**src/rtl/our_ack_process.sv**
```systemverilog
// TX-side peer-ACK tracker for a single TCP flow: advances snd_una / TX buffer head,
// tracks the peer window, counts duplicate ACKs and raises retransmit requests.
//
// state    | meaning
// IDLE     | flow not opened, ACKs not accepted
// OPEN     | normal operation, ACKs accepted, RTO timer armed while data outstanding
// RT_REQ   | retransmit request presented to send engine, ACKs stalled
// RECOVERY | retransmit issued, waiting for a new ACK (or another timeout)
module our_ack_process #(
  parameter int unsigned SEQ_W      = 32,
  parameter int unsigned WIN_W      = 16,
  parameter int unsigned TX_PTR_W   = 14,
  parameter int unsigned DUP_THRESH = 3,
  parameter int unsigned RTO_CYCLES = 100000
) (
  input  logic                clk,
  input  logic                rst,
  input  logic                init_val,
  input  logic [SEQ_W-1:0]    init_snd_una,
  input  logic [SEQ_W-1:0]    tx_snd_nxt,
  input  logic                ack_in_val,
  output logic                ack_in_rdy,
  input  logic [SEQ_W-1:0]    ack_in_num,
  input  logic [WIN_W-1:0]    ack_in_win,
  input  logic                ack_in_has_pyld,
  output logic [SEQ_W-1:0]    snd_una,
  output logic [TX_PTR_W:0]   tx_head_ptr,
  output logic [WIN_W-1:0]    snd_wnd,
  output logic [WIN_W:0]      usable_win,
  output logic                rt_req_val,
  input  logic                rt_req_rdy,
  output logic [SEQ_W-1:0]    rt_req_seq,
  output logic                rt_req_cause
);

  localparam int unsigned TMR_W = $clog2(RTO_CYCLES + 1);
  localparam int unsigned DC_W  = $clog2(DUP_THRESH + 1);
  localparam int unsigned UW    = WIN_W + 1;

  typedef enum logic [1:0] {IDLE, OPEN, RT_REQ, RECOVERY} state_t;

  state_t            state, state_nxt;
  logic [TMR_W-1:0]  timer;
  logic [DC_W-1:0]   dup_cnt;
  logic [SEQ_W-1:0]  adv, out, wnd_ext;
  logic              ack_fire, ack_new, ack_zero, ack_dup, ack_upd, dup_hit;
  logic              tmr_run, expire, cause_nxt;

  always_ff @(posedge clk or posedge rst) begin
    if (rst) state <= IDLE;
    else     state <= state_nxt;
  end

  always_comb begin
    state_nxt = state;
    cause_nxt = 1'b0;
    adv       = ack_in_num - snd_una;
    out       = tx_snd_nxt - snd_una;
    ack_fire  = ack_in_val && ack_in_rdy && !init_val;
    ack_new   = ack_fire && (adv != '0) && (adv <= out);
    ack_zero  = ack_fire && (adv == '0);
    ack_dup   = ack_zero && (out != '0) && !ack_in_has_pyld && (ack_in_win == snd_wnd);
    ack_upd   = ack_zero && !ack_dup;
    dup_hit   = ack_dup && (dup_cnt == DC_W'(DUP_THRESH - 1));
    tmr_run   = ((state == OPEN) || (state == RECOVERY)) && (out != '0);
    // a new ACK in the same cycle restarts the timer instead of letting it expire
    expire    = tmr_run && !ack_new && (timer == TMR_W'(RTO_CYCLES - 1));
    unique case (state)
      IDLE: state_nxt = IDLE;
      OPEN: begin
        if (dup_hit) begin
          state_nxt = RT_REQ;
          cause_nxt = 1'b0;
        end else if (expire) begin
          state_nxt = RT_REQ;
          cause_nxt = 1'b1;
        end
      end
      RT_REQ: if (rt_req_rdy) state_nxt = RECOVERY;
      RECOVERY: begin
        if (ack_new) begin
          state_nxt = OPEN;
        end else if (expire) begin
          state_nxt = RT_REQ;
          cause_nxt = 1'b1;
        end
      end
      default: state_nxt = IDLE;
    endcase
    if (init_val) state_nxt = OPEN;
  end

  always_ff @(posedge clk or posedge rst) begin
    if (rst) begin
      snd_una      <= '0;
      tx_head_ptr  <= '0;
      snd_wnd      <= '0;
      dup_cnt      <= '0;
      timer        <= '0;
      rt_req_cause <= 1'b0;
    end else if (init_val) begin
      snd_una      <= init_snd_una;
      tx_head_ptr  <= '0;
      snd_wnd      <= '0;
      dup_cnt      <= '0;
      timer        <= '0;
      rt_req_cause <= 1'b0;
    end else begin
      if (ack_new) begin
        snd_una     <= ack_in_num;
        tx_head_ptr <= tx_head_ptr + adv[TX_PTR_W:0];
        snd_wnd     <= ack_in_win;
        dup_cnt     <= '0;
      end else if (ack_dup) begin
        if (dup_cnt != DC_W'(DUP_THRESH)) dup_cnt <= dup_cnt + 1'b1;
      end else if (ack_upd) begin
        snd_wnd <= ack_in_win;
      end
      // timer is held at zero throughout RT_REQ and resumes from zero after the handshake
      if ((state == RT_REQ) || (state_nxt == RT_REQ)) timer <= '0;
      else if (ack_new)                               timer <= '0;
      else if (tmr_run)                               timer <= timer + 1'b1;
      else                                            timer <= '0;
      if ((state != RT_REQ) && (state_nxt == RT_REQ)) rt_req_cause <= cause_nxt;
    end
  end

  assign ack_in_rdy = (state == OPEN) || (state == RECOVERY);
  assign rt_req_val = (state == RT_REQ);
  assign rt_req_seq = snd_una;

  assign wnd_ext    = {{(SEQ_W - WIN_W){1'b0}}, snd_wnd};
  assign usable_win = (out > wnd_ext) ? '0 : UW'(wnd_ext - out);

endmodule

```
**config.mk**
```make
export PLATFORM = sky130hd
export DESIGN_NAME = our_ack_process
export DESIGN_NICKNAME = d
export VERILOG_FILES = /design/src/rtl/our_ack_process.sv
export SDC_FILE = /design/constraint.sdc
export NUM_CORES = 1
export LEC_CHECK = 0
export BUFFER_PORTS_ARGS = -buffer_cell sky130_fd_sc_hd__clkbuf_2
export CAP_MARGIN = 20
export CORE_ASPECT_RATIO = 1.2
export CORE_MARGIN = 2
export CORE_UTILIZATION = 28
export DETAILED_ROUTE_END_ITERATION = 10
export GPL_TIMING_DRIVEN = 0
export PLACE_DENSITY = 0.58
export SLEW_MARGIN = 20
export SYNTH_ARGS = -nofsm -noshare
export SYNTH_HDL_FRONTEND = slang
export SYNTH_SLANG_ARGS = --single-unit
export TNS_END_PERCENT = 10
```
**constraint.sdc**
```tcl
create_clock -name clk -period 4.5 [get_ports clk]
set_clock_uncertainty 0.1 [all_clocks]
set_input_delay 0.45 -clock clk [delete_from_list [all_inputs] [get_ports clk]]
set_output_delay 0.45 -clock clk [all_outputs]
set_load 0.01 [all_outputs]
```
After elaboration in Yosys (flattened, before gate mapping)
Index checks and enable logic that the tools add are counted.

Flip-flop bits (word level): 85. Output and inout port bits: 115. Word-level logic and storage cells: 85. Input port bits: 118.

Add/sub/neg operators: 6. Eq/ne operators: 10. Magnitude comparators: 2. Mux-type cells: 29. Reductions and logical operators: 31.

Operators by type and width (number): two-way mux 17 bit (5); two-way mux 16 bit (4); two-way mux 32 bit (2); nonzero test 32 bit (2); subtractor 32 bit (2); greater-than comparator 32 x 16 -> 1 bit (1); <= comparator 32 bit (1); zero test 32 bit (1); two-way mux 15 bit (2); two-way mux 2 bit (9); adder 17 x 1 -> 17 bit (second input constant) (1); == test 17 bit (second input constant) (1); subtractor 16 x 17 -> 17 bit (1); == test 16 bit (1); adder 15 bit (1); logical AND 1 bit (14); nonzero test 3 bit (3); == test 2 bit (second input constant) (4); one-hot mux 2 bit (4 select lines) (1); two-way mux 1 bit (5); zero test 1 bit (4); != test 2 bit (second input constant) (2); AND reduction 2 bit (2); nonzero test 2 bit (2); other kinds (6) (7).

Depth between registers and ports, before layout
Gate-level depths: netlist (run 1).

Word-level depth: 17. Depth in mapped cells: 25. Depth with buffers taken out: 22.

Least setup slack after synthesis (run 1)
OpenSTA, ideal clock, no wires.

Path kind: register to register. Start: register snd_una[21], in the netlist rt_req_seq[21]. End: register tx_head_ptr[14]. Slack: -502 ps. Stages on the path, launching flop included: 20. Data required time: 4310 ps. Clock period less this slack: 5002 ps. Setup time: 90 ps. Data arrival time: 4812 ps. Path through: dfrtp_1 inv_1 ha_1 clkbuf_1 a21o_1 o21bai_1 a21o_1 a311o_1 or4b_2 o311ai_0 inv_1 ha_1 nand4_1 nor4_1 nand3_1 o21a_1 a31o_2 clkbuf_1 or4_1 o221ai_1.

Word-level cells in the longest chain between the ends: 5. Elaborated cells on any way between the ends: 7. Classes of those cells: 2 x add/sub; 1 x order compare; 4 x reduce/logical.

Ends and longest elaborated chain: from (decl) (line 26) `output logic [SEQ_W-1:0] snd_una,`; from (signal assigned) (line 102) `snd_una <= init_snd_una;`; from (signal assigned) (line 110) `snd_una <= ack_in_num;`; branches (longest 3 deep; another with subtractor 32 bit); logical AND 1 bit (*) (line 60) `ack_new = ack_fire && (adv != '0) && (adv <= out);`; nonzero test 2 bit (no line) (*); to (signal assigned) (line 111) `tx_head_ptr <= tx_head_ptr + adv[TX_PTR_W:0];`; to (decl) (line 27) `output logic [TX_PTR_W:0] tx_head_ptr,`.

Mark *: on every way between the ends. A chain may end at the register's enable or synchronous reset.

Worst setup path in the final report (run 1)
Start: register snd_una[6], in the netlist rt_req_seq[6]. End: register snd_wnd[15].

Word-level cells in the longest chain between the ends: 10. Elaborated cells on any way between the ends: 19. Classes of those cells: 2 x add/sub; 1 x order compare; 1 x eq/ne; 2 x mux; 13 x reduce/logical.

Ends and longest elaborated chain: branches (longest 10 deep; another with subtractor 32 bit); to (signal assigned) (line 112) `snd_wnd <= ack_in_win;`; to (signal assigned) (line 117) `snd_wnd <= ack_in_win;`; to (decl) (line 28) `output logic [WIN_W-1:0] snd_wnd,`.

Parallel ways; which one is timed is not known.

==> results of run 1 <==
kinds of logic (layout without fill, tap and decap cells):
kind of cell / Yosys count / in the layout / synth area share
AOI/OAI and AO/OA: 431 / 431 / 0.254
xor gates and xnor gates: 85 / 85 / 0.0633
adders and majority gates: 147 / 147 / 0.159
buffers and inverters: 196 / 539 / 0.0751
DFF: 85 / 85 / 0.181
muxes: 24 / 24 / 0.0254
and+or+nand+nor: 550 / 550 / 0.242
layer usage:
metal / GRT usage / routed length [microns] / up-vias
met5: 0 / 0 / -
met4: 0.122 / 2560 / 0
met3: 0.0344 / 2950 / 110
met2: 0.362 / 23200 / 513
met1: 0.282 / 21000 / 6353
li1: - / - / 6259
power groups by stage:
stage	clock, mW	combinational (mW)	sequential, mW
5_1_grt	0.851	13.5	1.25
3_3_place_gp	0	9.46	1.26
2_1_floorplan	0	6.93	1.27
4_1_cts	0.823	11.7	1.23
6_report	0.804	12.5	1.23
3_5_place_dp	0	9.60	1.26
layout by cell type (no fill, tap or decap), types with 18 or more instances in the layout:
cell and n:
dfrtp_1 79, and3_1 18, clkbuf_2 226, a21o_1 40, buf_4 129, nor3_1 62
clkbuf_1 18, xnor2_1 30, inv_1 81, a21oi_2 18, nor2_1 92, nand2_1 108
ha_1 109, xor2_1 48, o21ai_0 48, nand4_1 28, o21a_1 24, and2_1 22
nand3_1 63, a21oi_1 82, ha_4 22, nand2b_1 18, nor2b_1 19, inv_2 19
registers in the layout, indices dropped and copies added, names as in the netlist:
signal / count
state: 2
rt_req_seq: 32
rt_req_cause: 1
dup_cnt: 2
snd_wnd: 16
tx_head_ptr: 15
timer: 17
worst reg2reg max path, cell delays in order (launching register included):
cell	delay, ps
dfrtp_1	420
inv_4	90
ha_4	210
or3_4	400
o221a_4	270
buf_4	150
o211ai_1	350
or4b_4	530
o311ai_4	110
inv_2	100
ha_4	280
nand4_1	150
buf_4	180
buf_4	120
a211oi_2	250
o21a_4	190
a31oi_4	40
buf_12	160
a2bb2oi_4	140
buf_12	140
buf_4	150
mux2_2	340
final timing paths:
check / start / endpoint / slack [ps] / depth (start not counted)
worst min-delay path: init_snd_una[24] / rt_req_seq[24] / 180 / 3
worst max register to register: rt_req_seq[6] / snd_wnd[15] / -490 / 21
worst min register to register: timer[0] / timer[0] / 400 / 1
max in group asynchronous: rst / snd_wnd[12] / 3120 / 4
worst max-delay path: rt_req_seq[6] / snd_wnd[15] / -490 / 21
min in group asynchronous: rst / rt_req_seq[24] / 540 / 3
final cells by class:
cell class	count	area, sq um
well taps	546	683
flip-flops and latches	85	2130
fillers	4324	25300
clock buffers	9	225
clock inverters	7	68.8
repair buffers	345	2200
multi-input cells	1237	10100
inverters	104	403
plain buffers	74	584
what timing repair did:
| action | 4_1_cts | 5_1_grt |
|---|---|---|
| hold buffers | 1 | 0 |
| buffers inserted | 82 | 26 |
| resized for setup | 269 | 75 |
| endpoints found under the setup margin | 102 | 102 |
| pin swaps | 79 | 49 |
| hold endpoints to repair | 6 | 0 |
| cloned | 3 | 2 |
==> run summary, run 1 <==
count leader, synth: ha_1
flops & latches, synth: 85
CP delay by family, top: compound AO/OA/AOI/OAI gates
Routed Antenna Nets: 0
first-pass GRT wire length: 74.5 mm
core area: 0.0417 sq mm
layout cells sized above 1: 0.372
CP max-delay cell: or4b_4
routability cong.: 0.922
Ports: 233
WL/cell: 20.6 microns
Final Cycle Share: 1.11
drt drc: 0
Pre-antenna DRT Iters: 5
type of the most critical hold path: in -> reg
max cap viols: 0
clk slew on worst S/H paths: 90 ps
total wire length: 49.6 mm
Worst EP arrival: 5150 ps
final instance area: 0.0164 sq mm
Clock Latency Late Sink: 400 ps
initial antenna violation count: 0
worst slew pin tran: 1100 ps
Setup crit start kind: flop
YS warnings: 0
Internal: 6.91 mW
CP bufs+invs: 8
Gate power share: 0.860
Mapped Avg Cell Area: 7.75 sq um
worst setup margin: -486 ps
top post-synthesis cells by area: dfrtp_1, ha_1, a21oi_1
total count of hold-check failures in the final report: 0
post-synthesis cell count: 1518
CTS sink count: 85
critical path peak fanout: 8
area leader, netlist: dfrtp_1
WHS: 177 ps
Sequential Power Share: 0.085
vias post-DR: 13235
fmax: 201 MHz
status: finished, violations left
initial cell density of the core: 0.282
synth unique cells: 87
Final Setup Violations: 102
asr flop ratio synth: 1.00
clock root buffer: clkbuf_16
sequential area share after synthesis: 0.181
worst path cell trace: inv_4 > ha_4 > or3_4 > o221a_4 > buf_4 > o211ai_1 > or4b_4 > o311ai_4 > inv_2 > ha_4 > nand4_1 > buf_4 > buf_4 > a211oi_2 > o21a_4 > a31oi_4 > buf_12 > a2bb2oi_4 > buf_12 > buf_4 > mux2_2
prevailing post-synth register cell: dfrtp_1
failing checks: setup timing
Layout area overhead: 39.4%
max-slew violation count: 0
die width: 191 microns
Initial DRC Count: 964
Final Util: 0.393
most instantiated cells after synthesis: ha_1, nand2_1, a21oi_1, inv_1, nor2_1
slowest stage delay, CP: 530 ps
HPWL after DPL: 39.1 mm
Post-synth EDFFs: 0
CP Capture Type: flop
clock power share: 0.055
Num CTS Buffers: 9
vias in the first global route: 12917
gr ovfl total: 0
setup TNS: -32710 ps
Sw Share: 0.524
RSZ-0062 raised after global routing: true
post-route minimum period: 4990 ps
Site Rows: 82
CP most frequent cell: buf_4
nets@finish: 2121
net count after synthesis: 1783
critical path class: reg -> reg
Slew HR: 0.262
Final Power: 14.5 mW
Die Area: 0.0437 sq mm
switching power: 7.59 mW
CTS tree: done
Cell Pwr Density: 885 mW/mm^2
port bufs: 231
Vert. Die Dim: 228 microns
H-tree depth: 3
VDD IR max: 0.426 mV
Synth top area share: 0.181
P_leak: 7.52 nW
Req. time, crit path: 4670 ps
buffer depth of the longest clock path: 2
vias per cell: 5.50
Synth Cell Area: 0.0118 sq mm
non-filler cells, final: 2407
DP Area: 0.0138 sq mm
largest net degree at the start of global routing: 50
GRT Total Usage: 0.223
placed insts: 2296
n_diodes: 0
DP Worst Slack: -1550 ps
Power figures use the tool's default switching activity.
==> run 2, diff against run 1 <==
==> constraint.sdc (replaced) <==
create_clock -name clk -period 4.5 [get_ports clk]
set_clock_uncertainty 0.1 [all_clocks]
set_input_delay 0 -clock clk [delete_from_list [all_inputs] [get_ports clk]]
set_output_delay 0 -clock clk [all_outputs]
set_load 0.01 [all_outputs]
==> run summary, run 2 (synthesis results as in run 1) <==
status: finished, violations left
failing checks: setup timing
total count of hold-check failures in the final report: 0 (unchanged)
Die Area: 0.0437 sq mm (unchanged)
DP Area: 0.0139 sq mm (+0.60%)
VDD IR max: 0.370 mV (-13%)
n_diodes: 0 (unchanged)
Setup crit start kind: flop
Final Cycle Share: 1.08 (-0.0273)
critical path peak fanout: 6 (-2)
Vert. Die Dim: 228 microns (unchanged)
post-route minimum period: 4860 ps (-123 ps)
largest net degree at the start of global routing: 51 (+2.0%)
Final Setup Violations: 101 (-0.98%)
P_leak: 7.73 nW (+2.8%)
Num CTS Buffers: 9 (unchanged)
Routed Antenna Nets: 0 (unchanged)
CTS sink count: 85 (unchanged)
Final Power: 14.2 mW (-2.1%)
Largest register FFs: 32 (unchanged)
final instance area: 0.0170 sq mm (+3.8%)
H-tree depth: 3 (unchanged)
R2R depth: 23 (+9.5%)
worst slew pin tran: 1050 ps (-45.4 ps)
worst setup margin: -364 ps (+123 ps)
HPWL after DPL: 39.5 mm (+0.83%)
nets@finish: 2177 (+2.6%)
DP Worst Slack: -1330 ps (+220 ps)
placed insts: 2296 (unchanged)
clk slew on worst S/H paths: 80 ps (about the same)
most frequent cells in the layout: clkbuf_2, buf_4, nand2_1
slowest stage delay, CP: 470 ps (-60 ps)
buffer depth of the longest clock path: 2 (unchanged)
initial cell density of the core: 0.282 (unchanged)
critical path class: reg -> reg
Initial DRC Count: 994 (+3.1%)
Hold Path Stages: 4 (+1)
layout cells sized above 1: 0.351 (-0.0218)
Layout area overhead: 44.7%
core area: 0.0417 sq mm (unchanged)
type of the most critical hold path: in -> reg
max-slew violation count: 0 (unchanged)
Worst EP arrival: 5030 ps (-120 ps)
gr ovfl total: 0 (unchanged)
initial antenna violation count: 0 (unchanged)
clock root buffer: clkbuf_16
Ports: 233 (unchanged)
fmax: 206 MHz (+2.5%)
GRT Total Usage: 0.224 (+0.000287)
Clock Latency Late Sink: 390 ps (about the same)
commonest non-fill, non-tap cell in the layout: clkbuf_2
Pre-antenna DRT Iters: 5 (unchanged)
CP Capture Type: flop
drt drc: 0 (unchanged)
non-filler cells, final: 2463 (+2.3%)
Slew HR: 0.293 (+0.0305)
vias per cell: 5.41 (-1.6%)
CP max-delay cell: a2111o_1
Site Rows: 82 (unchanged)
port bufs: 231 (unchanged)
RSZ-0062 raised after global routing: true
Cell Pwr Density: 834 mW/mm^2 (-5.7%)
CP most frequent cell: a21o_1
die width: 191 microns (unchanged)
worst path cell trace: inv_4 > ha_1 > nand2b_1 > a21oi_4 > o31ai_4 > a2111o_1 > and3_4 > or2_4 > ha_4 > a21o_1 > a21o_1 > a21o_1 > a21oi_2 > nor2b_1 > o211ai_1 > a211oi_2 > o21a_4 > a31oi_4 > buf_12 > a2bb2oi_4 > buf_12 > clkbuf_16 > mux2_4
Req. time, crit path: 4670 ps (about the same)
vias in the first global route: 13107 (+1.5%)
first-pass GRT wire length: 74.9 mm (+0.57%)
WL/cell: 20.3 microns (-1.7%)
routability cong.: 0.943 (+2.2%)
total wire length: 49.9 mm (+0.58%)
CTS tree: done
max cap viols: 0 (unchanged)
vias post-DR: 13325 (+0.68%)
-- run 2: cell count changes in the layout (fill, tap and decap cells not counted), moves of 5 or more --
cell	change
buf_4	-13
buf_6	-9
clkbuf_2	+5
dlygate4sd3_1	+80
ha_1	-8
ha_2	+7
nand2_2	+5
nor3_1	+5
nor3_2	-6
o21ai_0	+5
o21ai_2	-6
-- run 2: per-layer routing --
layer  share of wire  track usage
met1            0.42        0.282
met2            0.47        0.377
met3           0.064       0.0338
met4           0.042       0.0945
met5               0            0
-- run 2: worst paths after layout --
kind	slack (ps)	from	endpoint
setup / recovery	-360	rt_req_seq[1]	snd_wnd[10]
max in group asynchronous	3610	rst	rt_req_seq[0]
setup reg to reg	-360	rt_req_seq[1]	snd_wnd[10]
hold / removal	30	ack_in_num[0]	rt_req_seq[0]
hold reg to reg	400	timer[0]	timer[0]
min in group asynchronous	60	rst	rt_req_seq[25]
-- run 2: final cells by class --
cell class / count / area, sq um
sequential: 85 / 2130
clock buffer: 9 / 225
tap: 546 / 683
multi-input combinational: 1237 / 10100
clock inverter: 7 / 70.1
fill: 4326 / 24600
timing repair buffer: 403 / 2790
inverter: 104 / 405
buffer: 72 / 601
-- run 2: power breakdown --
| part | switching [mW] | internal [mW] | total (mW) |
|---|---|---|---|
| Sequential | 0.253 | 0.987 | 1.24 |
| Combinational | 6.80 | 5.35 | 12.1 |
| Clock | 0.409 | 0.389 | 0.798 |
-- run 2: repair_timing --
| action | 4_1_cts | 5_1_grt |
|---|---|---|
| buffers inserted | 52 | 35 |
| hold buffers | 81 | 0 |
| resized for setup | 204 | 105 |
| endpoints found under the hold margin | 134 | 0 |
| pin swaps | 45 | 52 |
| gates cloned | 2 | 2 |
| setup endpoints to repair | 102 | 102 |
-- run 2: worst max-delay path: cells and delay by family (launching register included) --
| kind | cells | cell delay, ps |
|---|---|---|
| DFF | 1 | 420 |
| buffers and inverters | 4 | 510 |
| and+or+nand+nor | 4 | 590 |
| adders and majority gates | 2 | 510 |
| muxes | 1 | 290 |
| AOI/OAI and AO/OA | 12 | 2310 |
-- run 2: metrics by stage --
step	hold WS (ps)	util	TNS [ps]
2_1_floorplan	26.6	-	-31.1
3_3_place_gp	130	0.333	-91830
3_5_place_dp	-54.0	0.334	-89680
4_1_cts	2.48	0.391	-20070
5_1_grt	90.7	0.408	-35640
6_report	27.4	0.408	-19580
